==> config.mk <==
export PLATFORM = sky130hd
export DESIGN_NAME = pipelined_array_multiplier
export DESIGN_NICKNAME = d
export VERILOG_FILES = /design/src/rtl/pipelined_array_multiplier.sv
export SDC_FILE = /design/constraint.sdc
export NUM_CORES = 1
export LEC_CHECK = 0
export CAP_MARGIN = 15
export CORE_UTILIZATION = 40
export CTS_CLUSTER_SIZE = 24
export DETAILED_ROUTE_END_ITERATION = 10
export GPL_TIMING_DRIVEN = 0
export HOLD_SLACK_MARGIN = 0.15
export PLACE_DENSITY_LB_ADDON = 0.2
export SLEW_MARGIN = 20
export SYNTH_ARGS = -nofsm -noshare
export SYNTH_HDL_FRONTEND = slang
export SYNTH_SLANG_ARGS = --single-unit
==> constraint.sdc <==
create_clock -name clk -period 5.94 [get_ports clk]
set_clock_uncertainty 0.1 [all_clocks]
set_input_delay 1.485 -clock clk [delete_from_list [all_inputs] [get_ports clk]]
set_output_delay 1.485 -clock clk [all_outputs]
set_load 0.02 [all_outputs]
==> src/rtl/pipelined_array_multiplier.sv <==
// pipelined_array_multiplier
//
// Pipelined WIDTH x WIDTH array multiplier with a per-transaction signed/unsigned mode
// and a full 2*WIDTH-bit product. Partial-product rows are split across
// STAGES = WIDTH / ROWS_PER_STAGE register stages. Every stage advances together under a
// single global stall, so backpressure on the output freezes the whole pipe.
//
// Ports:
//   clk          clock, rising edge
//   rst          synchronous active-high reset; clears every stage and beats any handshake
//   in_valid     operand pair offered
//   in_ready     pair accepted this cycle (= !out_valid || out_ready)
//   in_a, in_b   multiplicand / multiplier, WIDTH bits
//   in_signed    1: both operands two's complement, 0: both unsigned
//   out_valid    out_product holds a result
//   out_ready    downstream consumes the result this cycle
//   out_product  2*WIDTH-bit product
//   busy         any stage holds a valid transaction

module pipelined_array_multiplier #(
    parameter int unsigned WIDTH          = 8,
    parameter int unsigned ROWS_PER_STAGE = 2
) (
    input  logic                 clk,
    input  logic                 rst,
    input  logic                 in_valid,
    output logic                 in_ready,
    input  logic [WIDTH-1:0]     in_a,
    input  logic [WIDTH-1:0]     in_b,
    input  logic                 in_signed,
    output logic                 out_valid,
    input  logic                 out_ready,
    output logic [2*WIDTH-1:0]   out_product,
    output logic                 busy
);

    localparam int unsigned STAGES = WIDTH / ROWS_PER_STAGE;
    localparam int unsigned PW     = 2 * WIDTH;

    if (WIDTH < 2 || ROWS_PER_STAGE == 0 || (WIDTH % ROWS_PER_STAGE) != 0) begin : g_bad_params
        $error("WIDTH must be >= 2 and an integer multiple of ROWS_PER_STAGE");
    end

    // Row i of the array: a (sign- or zero-extended to PW bits) gated by b[i], shifted by i.
    function automatic logic [PW-1:0] row_term(input logic [WIDTH-1:0] a,
                                               input logic [WIDTH-1:0] b,
                                               input logic             sgn,
                                               input int unsigned      i);
        logic [PW-1:0]    ext;
        logic [WIDTH-1:0] b_sh;
        b_sh = b >> i;
        ext  = sgn ? {{WIDTH{a[WIDTH-1]}}, a} : {{WIDTH{1'b0}}, a};
        if (!b_sh[0]) begin
            ext = '0;
        end
        return ext << i;
    endfunction

    logic              advance;
    logic [STAGES-1:0] valid_vec;

    // Global stall: the pipe moves only when the head result is absent or being consumed.
    assign advance  = !out_valid || out_ready;
    assign in_ready = advance;
    assign busy     = |valid_vec;

    for (genvar k = 0; k < STAGES; k++) begin : g_stage
        localparam int unsigned Base = k * ROWS_PER_STAGE;

        logic             v_src;
        logic [WIDTH-1:0] a_src;
        logic [WIDTH-1:0] b_src;
        logic             sgn_src;
        logic [PW-1:0]    psum_src;
        logic [PW-1:0]    psum_d;
        logic             valid_q;
        logic [PW-1:0]    psum_q;

        if (k == 0) begin : g_first
            assign v_src    = in_valid;
            assign a_src    = in_a;
            assign b_src    = in_b;
            assign sgn_src  = in_signed;
            assign psum_src = '0;
        end else begin : g_rest
            assign v_src    = g_stage[k-1].valid_q;
            assign a_src    = g_stage[k-1].g_ops.a_q;
            assign b_src    = g_stage[k-1].g_ops.b_q;
            assign sgn_src  = g_stage[k-1].g_ops.sgn_q;
            assign psum_src = g_stage[k-1].psum_q;
        end

        // In signed mode the MSB row of b carries weight -2^(WIDTH-1), so it is subtracted.
        always_comb begin
            psum_d = psum_src;
            for (int unsigned r = 0; r < ROWS_PER_STAGE; r++) begin
                if (sgn_src && (Base + r == WIDTH - 1)) begin
                    psum_d = psum_d - row_term(a_src, b_src, sgn_src, Base + r);
                end else begin
                    psum_d = psum_d + row_term(a_src, b_src, sgn_src, Base + r);
                end
            end
        end

        always_ff @(posedge clk) begin
            if (rst) begin
                valid_q <= 1'b0;
                psum_q  <= '0;
            end else if (advance) begin
                valid_q <= v_src;
                psum_q  <= psum_d;
            end
        end

        // Operands travel with the partial sum; the final stage has no consumer for them.
        if (k < STAGES - 1) begin : g_ops
            logic [WIDTH-1:0] a_q;
            logic [WIDTH-1:0] b_q;
            logic             sgn_q;

            always_ff @(posedge clk) begin
                if (rst) begin
                    a_q   <= '0;
                    b_q   <= '0;
                    sgn_q <= 1'b0;
                end else if (advance) begin
                    a_q   <= a_src;
                    b_q   <= b_src;
                    sgn_q <= sgn_src;
                end
            end
        end

        assign valid_vec[k] = valid_q;
    end

    assign out_valid   = g_stage[STAGES-1].valid_q;
    assign out_product = g_stage[STAGES-1].psum_q;

endmodule

# Word-level counts from Yosys, hierarchy flattened
# Index checks and enable logic that the tools add are counted.
dict set report classes {
  muxes 16
  add_sub_neg 8
  reduce_logical 3
}
# op n
set ops {}
lappend ops {{16-bit adder} 7}
lappend ops {{16-bit 2-to-1 mux} 3}
lappend ops {{14-bit 2-to-1 mux} 2}
lappend ops {{9-bit 2-to-1 mux} 3}
lappend ops {{12-bit 2-to-1 mux} 2}
lappend ops {{10-bit 2-to-1 mux} 2}
lappend ops {{16-bit subtractor} 1}
lappend ops {{15-bit 2-to-1 mux} 1}
lappend ops {{13-bit 2-to-1 mux} 1}
lappend ops {{11-bit 2-to-1 mux} 1}
lappend ops {{8-bit 2-to-1 mux} 1}
lappend ops {{4-bit OR reduction} 1}
lappend ops {{1-bit logical NOT} 1}
lappend ops {{1-bit logical OR} 1}
dict set report word_totals {
  word_cells 44
  output_inout_bits 19
  reg_bits 119
  in_bits 21
}

# Depth between registers and ports, before layout
# Gate-level depths: netlist of the first run.
dict set report logic_depth {
  word_depth 5
  depth_mapped 15
  ltp_nobuf 15
}

# Least setup slack after synthesis of the first run
# Ideal clock, no wire load.
dict set report synth_path {
  path_type {input-to-output}
  start {in out_ready}
  end {out in_ready}
  path_buffers 2
  t_arrival_ns 2.346
  setup_slack_ns 2.009
  required_ns 4.355
  path_stages 4
  path_cell_list {nor2b_1 inv_2 clkbuf_1 buf_1}
}
dict set report synth_via {
  elab_chain_len 1
}
# element line
set synth_lines {}
lappend synth_lines {{from (decl)} 32} ;# input logic out_ready,
lappend synth_lines {{1-bit logical OR} 63} ;# assign advance = !out_valid || out_ready;
lappend synth_lines {{to (decl)} 27} ;# output logic in_ready,
# Every way passes these cells.

# Worst setup path after layout of the first run
# Same ends and word-level chain as after synthesis.

==> metrics.yaml, run 1 <==
die:
  core-area_um2: 16600
  start_util_pct: 41.1
  core.rowCount: 47
  die_x_um: 133
  die-area_um2: 17600
  ios: 40
  fp.dieH_um: 133
finish:
  fin_cells: 1127
  diodes: 0
  layout-drive-gt1-share_pct: 2.43
  area_growth_pct: 14.4
  final_common_cell: "nand2_1"
  final_cell_mix: "169 x nand2_1, 110 x a21oi_1, 107 x dfxtp_1"
  nNetsFinal: 1001
sta:
  finalHoldViolCount: 0
  tightestPinTransition_ns: 0.874
  fin_hold_ws_ns: 0.354
  setup_viol: 0
  fmax_ghz: 0.177
  fin_crit_sh_pct: 95.1
  relSlewSlack_pct: 41.8
  min_period_ns: 5.65
  rsz0062_at_grt: "no"
  slew_viol_final: 0
  setup_tns_ns: 0
place:
  portBuffers: 39
  place.gp.congestion: 0.868
  dp_cells: 1111
  dp_hpwl_um: 13700
setup_path:
  worst_path_max_delay_cell: "clkdlybuf4s50_1"
  worst_r2r_endpoint: "out_product[15]"
  r2r_cells: 15
  start_kind: "input pin"
  critPathBufInv: 5
  slowest_delay_ns: 0.74
  crit_start: "out_ready"
  critPathTopFamily: "buffers and inverters"
  cp_common_cell: "clkdlybuf4s50_1"
  cp-endpoint: "in_ready"
  worstSetupPathType: "input pin to primary output"
  r2r-start: "g_stage[2].g_ops.b_q[6]"
  timing.reg2reg.setup_slack_ns: 2.29
  required_ns: 4.36
  path_cells: "clkdlybuf4s50_1 > nor2b_1 > inv_2 > clkbuf_1 > buf_1 > clkdlybuf4s50_1"
  path_depth: 6
  crit_path_end_kind: "primary output"
  cp_max_fo: 10
  cp_data_arrival_time_ns: 4.06
clock_network:
  ctsResizeCount: 0
  htree_levels: 3
  cts_tree: "built"
  cts_max_path_buffers: 2
  post_cts_buffers: 0
  holdBufCountCts: 0
  cts_root_buffer: "clkbuf_16"
  worstSkewPairLatency_ns: 0.37
  cts.sinks: 107
  cts_inserted_buffers: 9
  path_clk_slew_ns: 0.08
routing:
  drtPass1Iterations: 7
  drt-initial-drc-count: 245
  wl_um: 17900
  ant_nets: 0
  routedWlPerCell_um: 15.9
  drcViolationCount: 0
  vias: 5877
  vias_per_cell: 5.21
global_routing:
  grt_start_max_net_pins: 23
  first_global_vias: 5688
  gr-total-overflow: 0
  track_usage_pct: 21.3
  antenna_found_initial: 0
  grt_first_pass_wirelength_um: 29400
hold_path:
  min_path_cells: 2
  hold_path.class: "register to register"
  hp-start: "out_product[6]"
logic_synthesis:
  yosys-top-cells-area: "dfxtp_1 31%, ha_1 9.3%, nand2_1 9.3%"
  synth_cell_type_count: 55
  syn_inst: 852
  postSynthAreaPerCell_um2: 8.02
  ys_ff_latch: 107
  synth_edf_count: 0
  ys_async_sr_fraction_pct: 0
  synth_largest_area_cell: "dfxtp_1"
  synthFlopType: "dfxtp_1"
  yosysSeqAreaShare_pct: 31.3
  ys_warn_count: 0
  syn-cell-area_um2: 6840
  synth_fp_nets: 951
  synth_top_area_share_pct: 31.3
power:
  leakage_nw: 3.31
  power.density_nw_per_um2: 220
  vdd.ir_drop.worst_uv: 131
outcome:
  run_status: "finished clean"
job:
  drv_cap: 0
-- cell usage after synthesis, types with 2 or more instances --
cell type / n
a21boi_0: 4
nand2b_1: 6
o22ai_1: 2
buf_1: 9
a21oi_1: 110
a211oi_1: 11
o211ai_1: 4
o21bai_1: 4
nor2_1: 49
xor2_1: 12
nand4b_1: 3
ha_1: 51
a2111o_1: 2
and2_1: 53
a311oi_1: 2
o31ai_1: 3
and3_1: 8
nor3_1: 11
xnor2_1: 19
fa_1: 27
nand3b_1: 9
o21ai_0: 31
or4_1: 6
dfxtp_1: 107
o21a_1: 10
a21o_1: 11
or3_1: 5
inv_1: 27
nand2_1: 169
nand4_1: 3
nor2b_1: 9
nand3_1: 18
clkbuf_1: 31
nor3b_1: 4
nor4_1: 2
-- sequential cells by signal, indices dropped and copies added (netlist names) --
signal and count:
g_stage.g_ops.a_q 24, out_product 16, g_stage.valid_q 3, out_valid 1, g_stage.g_ops.sgn_q 3, g_stage.psum_q 48, g_stage.g_ops.b_q 12
-- power by group --
part / internal (W) / total, W / switching (W)
registers: 0.000762 / 0.000797 / 0.0000348
logic: 0.000129 / 0.000289 / 0.000160
clock network: 0.000305 / 0.000634 / 0.000329
total: 0.00120 / 0.00172 / 0.000524
-- routing by layer --
metal  GRT usage (%)  wire [um]  up-vias
met5               0          0        -
met4            5.94        241        0
met3            3.26        630       20
met2            35.3       8250       98
met1            28.8       8760     2739
li1                -          -     3020
-- how the worst min path moves through the flow --
stage	slack (ns)	to
CTS	0.36	g_stage[2].psum_q[5]
finish	0.35	out_product[6]
global placement	0.34	g_stage[0].g_ops.b_q[7]
floorplan	0.33	g_stage[0].g_ops.b_q[4]
global route	0.37	out_product[2]
detailed placement	0.35	g_stage[2].psum_q[5]
-- worst register-to-register path, delay by kind of cell, from the launching register on --
family	cells	cell delay, ns
AOI/OAI and AO/OA	8	1.57
adders and majority gates	3	0.95
DFF	1	0.40
and+or+nand+nor	3	0.40
xor gates and xnor gates	1	0.13
-- kinds of logic (layout without fill, tap and decap cells) --
family	count (synthesis)	in the layout	synth area share, %
compound gates	204	204	17.6
simple gates	361	361	25.4
fa+ha+maj	78	78	17.2
flops	107	107	31.3
buf+inv	68	123	3.73
xor+xnor	32	32	4.37
mux	2	2	0.311
-- layout make-up --
cell class	instances	area, um^2
buffer	40	150
sequential	107	2140
tap	220	275
inverter	28	105
timing repair buffer	39	390
clock buffer	9	225
fill	1710	8820
clock inverter	7	91.3
multi-input combinational	677	4440
-- per-stage QoR --
stage | area (um^2) | total power, W | util, % | setup slack (ns)
floorplan | 6840 | 0.00101 | - | 2.01
global placement | 7500 | 0.00110 | 45.1 | 0.280
detailed placement | 7500 | 0.00110 | 45.1 | 0.270
CTS | 7820 | 0.00173 | 47.0 | 0.269
global route | 7820 | 0.00181 | 47.0 | 0.162
finish | 7820 | 0.00172 | 47.0 | 0.293
Note: power is estimated with default switching activity, not from simulation.
==> run 2: changes to the inputs <==
Settings changed: CAP_MARGIN 15 to not set, SETUP_SLACK_MARGIN set to 0.2.
==> run 2 against run 1 <==
Wire length is essentially flat. Setup slack gained 0.17 ns. Register-to-register slack is essentially flat. Power shrank 0.15%. First-iteration DRC count shrank 1.6%. Highest routed layer unchanged.
==> metrics.yaml, run 2 (synthesis gave the netlist of run 1 again) <==
setup_path:
  timing.reg2reg.setup_slack_ns: 2.29  # about the same
  worst_path_max_delay_cell: "clkdlybuf4s50_1"  # unchanged
  critPathTopFamily: "buffers and inverters"  # unchanged
  crit_path_end_kind: "primary output"  # unchanged
  start_kind: "input pin"  # unchanged
  cp_max_fo: 10  # unchanged
  worstSetupPathType: "input pin to primary output"  # unchanged
  path_depth: 6  # unchanged
  cp_data_arrival_time_ns: 3.89  # was 4.06 ns
  critPathBufInv: 5  # unchanged
  cp_common_cell: "clkdlybuf4s50_1"  # unchanged
  slowest_delay_ns: 0.61  # was 0.74 ns
  path_cells: "clkdlybuf4s50_1 > nor2b_1 > inv_2 > clkbuf_1 > clkbuf_2 > clkdlybuf4s50_1"  # was clkdlybuf4s50_1 > nor2b_1 > inv_2 > clkbuf_1 > buf_1 > clkdlybuf4s50_1
  required_ns: 4.36  # about the same
  r2r_cells: 15  # unchanged
global_routing:
  antenna_found_initial: 0  # unchanged
  grt_first_pass_wirelength_um: 29400  # unchanged
  gr-total-overflow: 0  # unchanged
  track_usage_pct: 21.3  # unchanged
  first_global_vias: 5688  # unchanged
  grt_start_max_net_pins: 23  # unchanged
finish:
  nNetsFinal: 1001  # unchanged
  largest_reg_flops: 48  # unchanged
  final_common_cell: "nand2_1"  # unchanged
  diodes: 0  # unchanged
  area_growth_pct: 14.4  # about the same
  layout-drive-gt1-share_pct: 2.54  # was 2.43%
  largest_register: "g_stage.psum_q"  # unchanged
  fill_cells: 1711  # was 1710
  final_cell_mix: "169 x nand2_1, 110 x a21oi_1, 107 x dfxtp_1"  # unchanged
  final_core_util_pct: 47.0  # about the same
power:
  vdd.ir_drop.worst_uv: 129  # was 131 uV
  power.density_nw_per_um2: 220  # about the same
  leakage_nw: 3.31  # about the same
clock_network:
  path_clk_slew_ns: 0.08  # about the same
  cts_inserted_buffers: 9  # unchanged
  cts_tree: "built"  # unchanged
  worstSkewPairLatency_ns: 0.37  # about the same
  ctsResizeCount: 0  # unchanged
  holdBufCountCts: 0  # unchanged
  cts_max_path_buffers: 2  # unchanged
  cts.sinks: 107  # unchanged
  htree_levels: 3  # unchanged
  cts_root_buffer: "clkbuf_16"  # unchanged
  post_cts_buffers: 0  # unchanged
place:
  place.gp.congestion: 0.868  # unchanged
  dp_hpwl_um: 13700  # unchanged
  pre_cts_slack_ns: 0.270  # unchanged
  portBuffers: 39  # unchanged
sta:
  slew_viol_final: 0  # unchanged
  setup_tns_ns: 0  # unchanged
  finalHoldViolCount: 0  # unchanged
  rsz0062_at_grt: "no"  # unchanged
  fmax_ghz: 0.183  # was 0.177 GHz
  setup_viol: 0  # unchanged
  tightestPinTransition_ns: 0.869  # was 0.874 ns
  min_period_ns: 5.48  # was 5.65 ns
  fin_crit_sh_pct: 92.2  # was 95.1%
  relSlewSlack_pct: 42.1  # was 41.8%
  setup_ws_ns: 0.464  # was 0.293 ns
die:
  die_x_um: 133  # unchanged
  fp.dieH_um: 133  # unchanged
  die-area_um2: 17600  # unchanged
  start_util_pct: 41.1  # unchanged
  core-area_um2: 16600  # unchanged
  ios: 40  # unchanged
  core.rowCount: 47  # unchanged
routing:
  wl_um: 17900  # about the same
  vias: 5867  # was 5877
  vias_per_cell: 5.21  # about the same
  drcViolationCount: 0  # unchanged
  routedWlPerCell_um: 15.9  # about the same
  drt-initial-drc-count: 241  # was 245
  drtPass1Iterations: 6  # was 7
  ant_nets: 0  # unchanged
hold_path:
  min_path_cells: 2  # unchanged
  hold_path.class: "register to register"  # unchanged
job:
  drv_cap: 0  # unchanged
outcome:
  run_status: "finished clean"  # unchanged
[run 2: cell type report]
type / instances / area [um^2] / share of cell area (%)
clock buffers: 9 / 225 / 2.88
flip-flops and latches: 107 / 2140 / 27.4
repair buffers: 39 / 390 / 4.99
inverters: 28 / 105 / 1.34
plain buffers: 40 / 151 / 1.94
well taps: 220 / 275 / 3.52
clock inverters: 7 / 91.3 / 1.17
multi-input cells: 677 / 4440 / 56.8
[run 2: through the flow]
step | hold WS (ns) | power [W] | std cells | instance area, um^2
3_3_place_gp | 0.341 | 0.00110 | 1111 | 7500
2_1_floorplan | 0.332 | 0.00101 | 852 | 6840
3_5_place_dp | 0.345 | 0.00110 | 1111 | 7500
6_report | 0.353 | 0.00172 | 1127 | 7820
5_1_grt | 0.369 | 0.00181 | 1127 | 7820
4_1_cts | 0.356 | 0.00173 | 1127 | 7820
[run 2: worst min-delay path, delay by kind of cell (launching register included)]
| family | cells | cell delay, ns |
|---|---|---|
| DFF | 1 | 0.31 |
| and+or+nand+nor | 1 | 0.05 |
| AOI/OAI and AO/OA | 1 | 0.05 |
[run 2: worst paths after layout]
path	start	to
worst min-delay path	out_product[6]	out_product[6]
worst max register to register	g_stage[2].g_ops.b_q[6]	out_product[15]
worst max-delay path	out_ready	in_ready
worst min register to register	out_product[6]	out_product[6]
[run 2: power by group]
part / total [W] / internal (W) / switching (W)
Clock: 0.000632 / 0.000305 / 0.000326
Combinational: 0.000289 / 0.000129 / 0.000160
Sequential: 0.000797 / 0.000762 / 0.0000347
Total: 0.00172 / 0.00120 / 0.000521
[run 2: per-layer routing]
metal	share of wire, %	routed length (um)	track usage (%)
met4	1.3	241	5.94
met2	46	8260	35.3
met5	0	0	0
met3	3.5	619	3.26
met1	49	8750	28.8
==> run 3: changes to the inputs <==
Settings changed: SLEW_MARGIN 20 to not set.
==> results of run 3 <==
No change in the layout: final DEF, timing and power equal those of run 2.
==> variant 1, RTL diff (config.mk and constraints of run 3) <==
The parameter `ROWS_PER_STAGE` goes from 2 to 1.
--- a/src/rtl/pipelined_array_multiplier.sv
+++ b/src/rtl/pipelined_array_multiplier.sv
@@ -19,7 +19,7 @@
 
 module pipelined_array_multiplier #(
     parameter int unsigned WIDTH          = 8,
-    parameter int unsigned ROWS_PER_STAGE = 2
+    parameter int unsigned ROWS_PER_STAGE = 1
 ) (
     input  logic                 clk,
     input  logic                 rst,
Formal check against the unedited RTL: not equivalent (Yosys sat finds a counterexample within 10 cycles, from zero or initial values and one cycle with rst high).
==> variant 1 against run 3 <==
  * Sequential cell count up 113
  * Largest power group is now the clock network
  * Largest cell class unchanged
  * Total power up 93%
  * Area after synthesis up 62%
  * Highest routed layer unchanged
  * Hold slack worse by 0.0061 ns
  * Worst setup slack worse by 0.023 ns
  * Fmax down 0.42%
  * Routed wire length up 79%
  * Cell area up 64%
==> variant 1: results (changes against run 3) <==
INFO  outcome        outcome=finished clean
INFO  finish         nets=1556 [+55%]
INFO  clock_network  worst_setup_hold_path_clk_slew=0.06ns [-0.02 ns]
INFO  clock_network  htree_num_levels=1 [-2]
INFO  placement      dpl_cell_area=0.0119sqmm [+59%]
INFO  grt            grt_max_degree=13 [-43%]
INFO  grt            wire_length_of_the_first_global_routing_pass=50.2mm [+71%]
INFO  placement      place_worst_setup_slack=0.478ns [+0.209 ns]
INFO  clock_network  cts_made_buffers=26 [+17]
INFO  power          worst_ir_drop_vdd=0.000208V [+60%]
INFO  placement      place_inst=1799 [+62%]
INFO  placement      globalplace.congestion=0.871 [+0.33%]
INFO  routing        dr_iter_0_viols=588 [+140%]
INFO  placement      hpwlAfterDp=24.0mm [+76%]
INFO  logic_synthesis seq_area_frac_synth=39.7% [+8.3 points]
INFO  logic_synthesis netlist_top_cells_area=dfxtp_1, nand2_1, a21oi_1
INFO  routing        dr_total_vias=9671 [+65%]
INFO  grt            grt_pass1_vias=9325 [+64%]
INFO  routing        routed_wl=32.0mm [+79%]
INFO  logic_synthesis avgSynthCellArea=7.99squm [-0.37%]
INFO  worst_hold_path worstHoldEndpoint=out_product[10]$_SDFFE_PP0P_
INFO  logic_synthesis synth_common_cells=nand2_1, dfxtp_1, a21oi_1
INFO  routing        post_drt_wl_per_cell=17.3microns [+9.2%]
INFO  worst_setup_path startpoint_of_the_worst_register_to_register_path=g_stage[6].g_ops.b_q[7]$_SDFFE_PP0P_
INFO  power          power.static_leakage=5.11nW [+55%]
INFO  worst_setup_path r2r.worst_path.cells=12 [-3]
INFO  logic_synthesis synth.distinct_cells=65 [+18%]
INFO  logic_synthesis synth_nets=1490 [+57%]
INFO  clock_network  clk_latency=0.52ns [+0.15 ns]
INFO  worst_setup_path critical_path.max_stage_delay=0.68ns [+0.07 ns]
INFO  worst_setup_path r2r_setup_slack=2.51ns [+0.22 ns]
INFO  worst_setup_path regToRegEndpoint=out_product[15]$_SDFFE_PP0P_
INFO  clock_network  clock_tree.buffer_depth=3 [+1]
INFO  grt            grtUsageTotal=22.6% [+1.3 points]
INFO  worst_setup_path timing.critical_path.arrival=3.91ns [+0.02 ns]
INFO  power          total_switching_power=0.739mW [+42%]
INFO  sta            period_needed=5.50ns [+0.0229 ns]
## variant 1: changes by cell type in the layout (fill, tap and decap cells not counted), moves of 22 or more
| cell | delta |
|---|---|
| o21ai_1 | +25 |
| ha_1 | +22 |
| nand2_1 | +184 |
| buf_2 | +25 |
| dfxtp_1 | +113 |
| nor2_1 | +26 |
| a211oi_1 | +22 |
| a21oi_1 | +100 |
## variant 1: power groups by stage
| stage | clock [mW] | combinational [mW] | sequential, mW |
|---|---|---|---|
| after floorplan | 0 | 0.0845 | 1.55 |
| after global placement | 0 | 0.133 | 1.56 |
| after detailed placement | 0 | 0.135 | 1.56 |
| after CTS | 1.67 | 0.136 | 1.53 |
| after global routing | 1.74 | 0.150 | 1.53 |
| final | 1.65 | 0.135 | 1.53 |
## variant 1: area by class of cell
class / instances / area, sq um
fill: 2701 / 14300
tap: 372 / 465
clock buffer: 37 / 763
sequential: 220 / 4400
clock inverter: 11 / 136
multi-input combinational: 1084 / 6350
buffer: 75 / 313
timing repair buffer: 38 / 380
inverter: 10 / 37.5
## variant 1: critical path: cells and delay by family
family / cells / cell delay (ns)
simple gates: 1 / 0.04
buf+inv: 7 / 2.37
## variant 1: layer usage
metal  share of wire [%]  track usage [%]
met4                 2.9             6.32
met1                  46             29.3
met5                   0                0
met3                 4.5             3.16
met2                  47             39.2
## variant 1: cells by family after synthesis
kind of cell / Yosys count / share of synthesized area (%)
multiplexers: 1 / 0.0902
XOR/XNOR: 57 / 4.69
AO/OA/AOI/OAI: 374 / 20.4
adder cells (fa/ha/maj): 80 / 9.49
buffers and inverters: 85 / 3.16
flip-flops: 220 / 39.7
AND/OR/NAND/NOR: 572 / 22.5
==> variant 2, RTL diff (settings of run 3) <==
Without the edit above. Make the reset (`rst`) asynchronous in 2 clocked blocks. Comments in the files are not updated.
--- a/src/rtl/pipelined_array_multiplier.sv
+++ b/src/rtl/pipelined_array_multiplier.sv
@@ -102,7 +102,7 @@
             end
         end
 
-        always_ff @(posedge clk) begin
+        always_ff @(posedge clk or posedge rst) begin
             if (rst) begin
                 valid_q <= 1'b0;
                 psum_q  <= '0;
@@ -118,7 +118,7 @@
             logic [WIDTH-1:0] b_q;
             logic             sgn_q;
 
-            always_ff @(posedge clk) begin
+            always_ff @(posedge clk or posedge rst) begin
                 if (rst) begin
                     a_q   <= '0;
                     b_q   <= '0;
Behaviour: differs if rst is asserted again (counterexample within 4 cycles, from zero or initial values and one cycle with rst high); with rst held inactive, the same outputs for 4 cycles.
==> variant 2 against run 3 <==
  * Routed wire length fell by 15%
  * Count of clock-buffer cells in the layout grew 1
  * Area after synthesis up 1.7%
  * Worst setup slack worse by 0.0085 ns
  * Sequential cell count unchanged
  * Non-clock buffer count shrank 12
  * Critical path type unchanged
  * Critical path depth is the same
  * Via count is 9.7% lower
  * Cell area increased by 1.8%
  * Global-route usage is 3.1 points lower
Power is not compared: it rests on default switching activity, and its combinational part moved more than twofold at a synthesized area within 25%.
==> variant 2: results (changes against run 3) <==
INFO  routing        viasPerCell=4.96 [-4.8%]
INFO  worst_setup_path r2r.worst_path.cells=14 [-1]
INFO  logic_synthesis seq_area_frac_synth=38.5% [+7.2 points]
INFO  placement      globalplace.congestion=0.850 [-2.0%]
INFO  grt            grt_pass1_vias=5133 [-9.8%]
INFO  logic_synthesis synth_nets=892 [-6.2%]
INFO  clock_network  clk_latency=0.36ns
INFO  finish         nets=943 [-5.8%]
INFO  clock_network  cts_made_buffers=9 [unchanged]
INFO  routing        detail_route.first_pass.iterations=4 [-2]
INFO  grt            grtUsageTotal=18.2% [-3.1 points]
INFO  outcome        outcome=finished clean
INFO  grt            grt_max_degree=56 [+140%]
INFO  routing        dr_iter_0_viols=266 [+10%]
INFO  logic_synthesis synth_common_cells=nand2_1, dfrtp_1, and2_1
INFO  worst_hold_path worstHoldEndpoint=out_product[2]$_DFFE_PP0P_
INFO  worst_setup_path critical_path.max_stage_delay=0.67ns [+0.06 ns]
INFO  worst_setup_path regToRegEndpoint=out_product[14]$_DFFE_PP0P_
INFO  logic_synthesis synth_top_flop_cell=dfrtp_1
INFO  routing        post_drt_wl_per_cell=14.2microns [-11%]
INFO  worst_hold_path min_from=out_product[2]$_DFFE_PP0P_
INFO  worst_setup_path startpoint_of_the_worst_register_to_register_path=g_stage[2].g_ops.b_q[6]$_DFFE_PP0P_
INFO  logic_synthesis asyncSetResetFlopFracSynth=100% [+100 points]
INFO  worst_setup_path timing.critical_path.arrival=3.90ns [about the same]
INFO  routing        routed_wl=15.1mm [-15%]
INFO  sta            period_needed=5.48ns [+0.00847 ns]
INFO  logic_synthesis synth.distinct_cells=51 [-7.3%]
INFO  placement      hpwlAfterDp=11.7mm [-14%]
INFO  sta            worst-slew-pin-transition=0.758ns [-0.111 ns]
## variant 2: cell types whose count changed in the layout (fill, tap and decap cells not counted), moves of 19 or more
cell,change
dfrtp_1,+107
dfxtp_1,-107
a21oi_1,-69
nand2_1,+64
o21ai_1,+19
## variant 2: routing by layer
| metal | vias up | routed length [microns] | global-route usage, % |
|---|---|---|---|
| li1 | 2734 | - | - |
| met1 | 2492 | 7330 | 24.1 |
| met2 | 61 | 7270 | 30.7 |
| met3 | 12 | 310 | 2.38 |
| met4 | 0 | 224 | 6.31 |
| met5 | - | 0 | 0 |
## variant 2: worst register-to-register path, cell delays in order (launching register included)
cell	delay, ns
dfrtp_1	0.47
and2_1	0.18
ha_1	0.22
fa_1	0.41
a21o_1	0.19
a21oi_1	0.22
nor2b_1	0.08
o21ai_1	0.19
nand2b_1	0.09
xor2_1	0.14
ha_1	0.35
a21o_1	0.19
a31o_1	0.20
or4b_1	0.46
nand3_1	0.09
## variant 2: worst max path at each step
stage,startpoint,endpoint,cells after the start
global placement,rst,g_stage[1].g_ops.b_q[7]$_DFFE_PP0P_,2
detailed placement,out_ready,in_ready,6
floorplan,rst,g_stage[0].g_ops.a_q[0]$_DFFE_PP0P_,1
global route,out_ready,in_ready,6
CTS,out_ready,in_ready,6
finish,out_ready,in_ready,6
## variant 2: area by class of cell
class	instances	area, sq um
clock buffers	10	239
inverters	21	81.3
well taps	220	275
clock inverters	6	68.8
flip-flops and latches	107	2680
plain buffers	27	109
repair buffers	40	418
multi-input cells	638	4090
fillers	1666	8800
## variant 2: report_power, final
group	leakage [nW]	internal [mW]	switching [mW]
sequential	1.29	1.08	0.255
clock	0.150	0.343	0.285
combinational	2.45	1.40	1.67
total	3.90	2.81	2.21
## variant 2: kinds of logic (layout without fill, tap and decap cells)
group                      Yosys count  after routing  synth area share, %
muxes                                2              2                0.288
adders and majority gates           78             78                 16.9
AOI/OAI and AO/OA                  129            129                 11.2
DFF                                107            107                 38.5
buffers and inverters               48            104                 2.68
and+or+nand+nor                    383            383                 24.5
xor gates and xnor gates            46             46                 5.79
## variant 2: repair_timing
item | in CTS | in global routing
hold buffers | 0 | 0
endpoints found under the setup margin | 1 | 0
gates resized for setup | 1 | 0
## variant 2: stage by stage
stage / setup TNS (ns) / hold slack, ns / instance area [sq um] / utilization (%)
after floorplan: 0 / 0.339 / 6950 / -
after global routing: 0 / 0.387 / 7960 / 47.5
after CTS: 0 / 0.372 / 7960 / 47.5
after detailed placement: 0 / 0.355 / 7650 / 45.6
after global placement: -14.99 / 0.351 / 7620 / 45.5
final: 0 / 0.367 / 7960 / 47.5
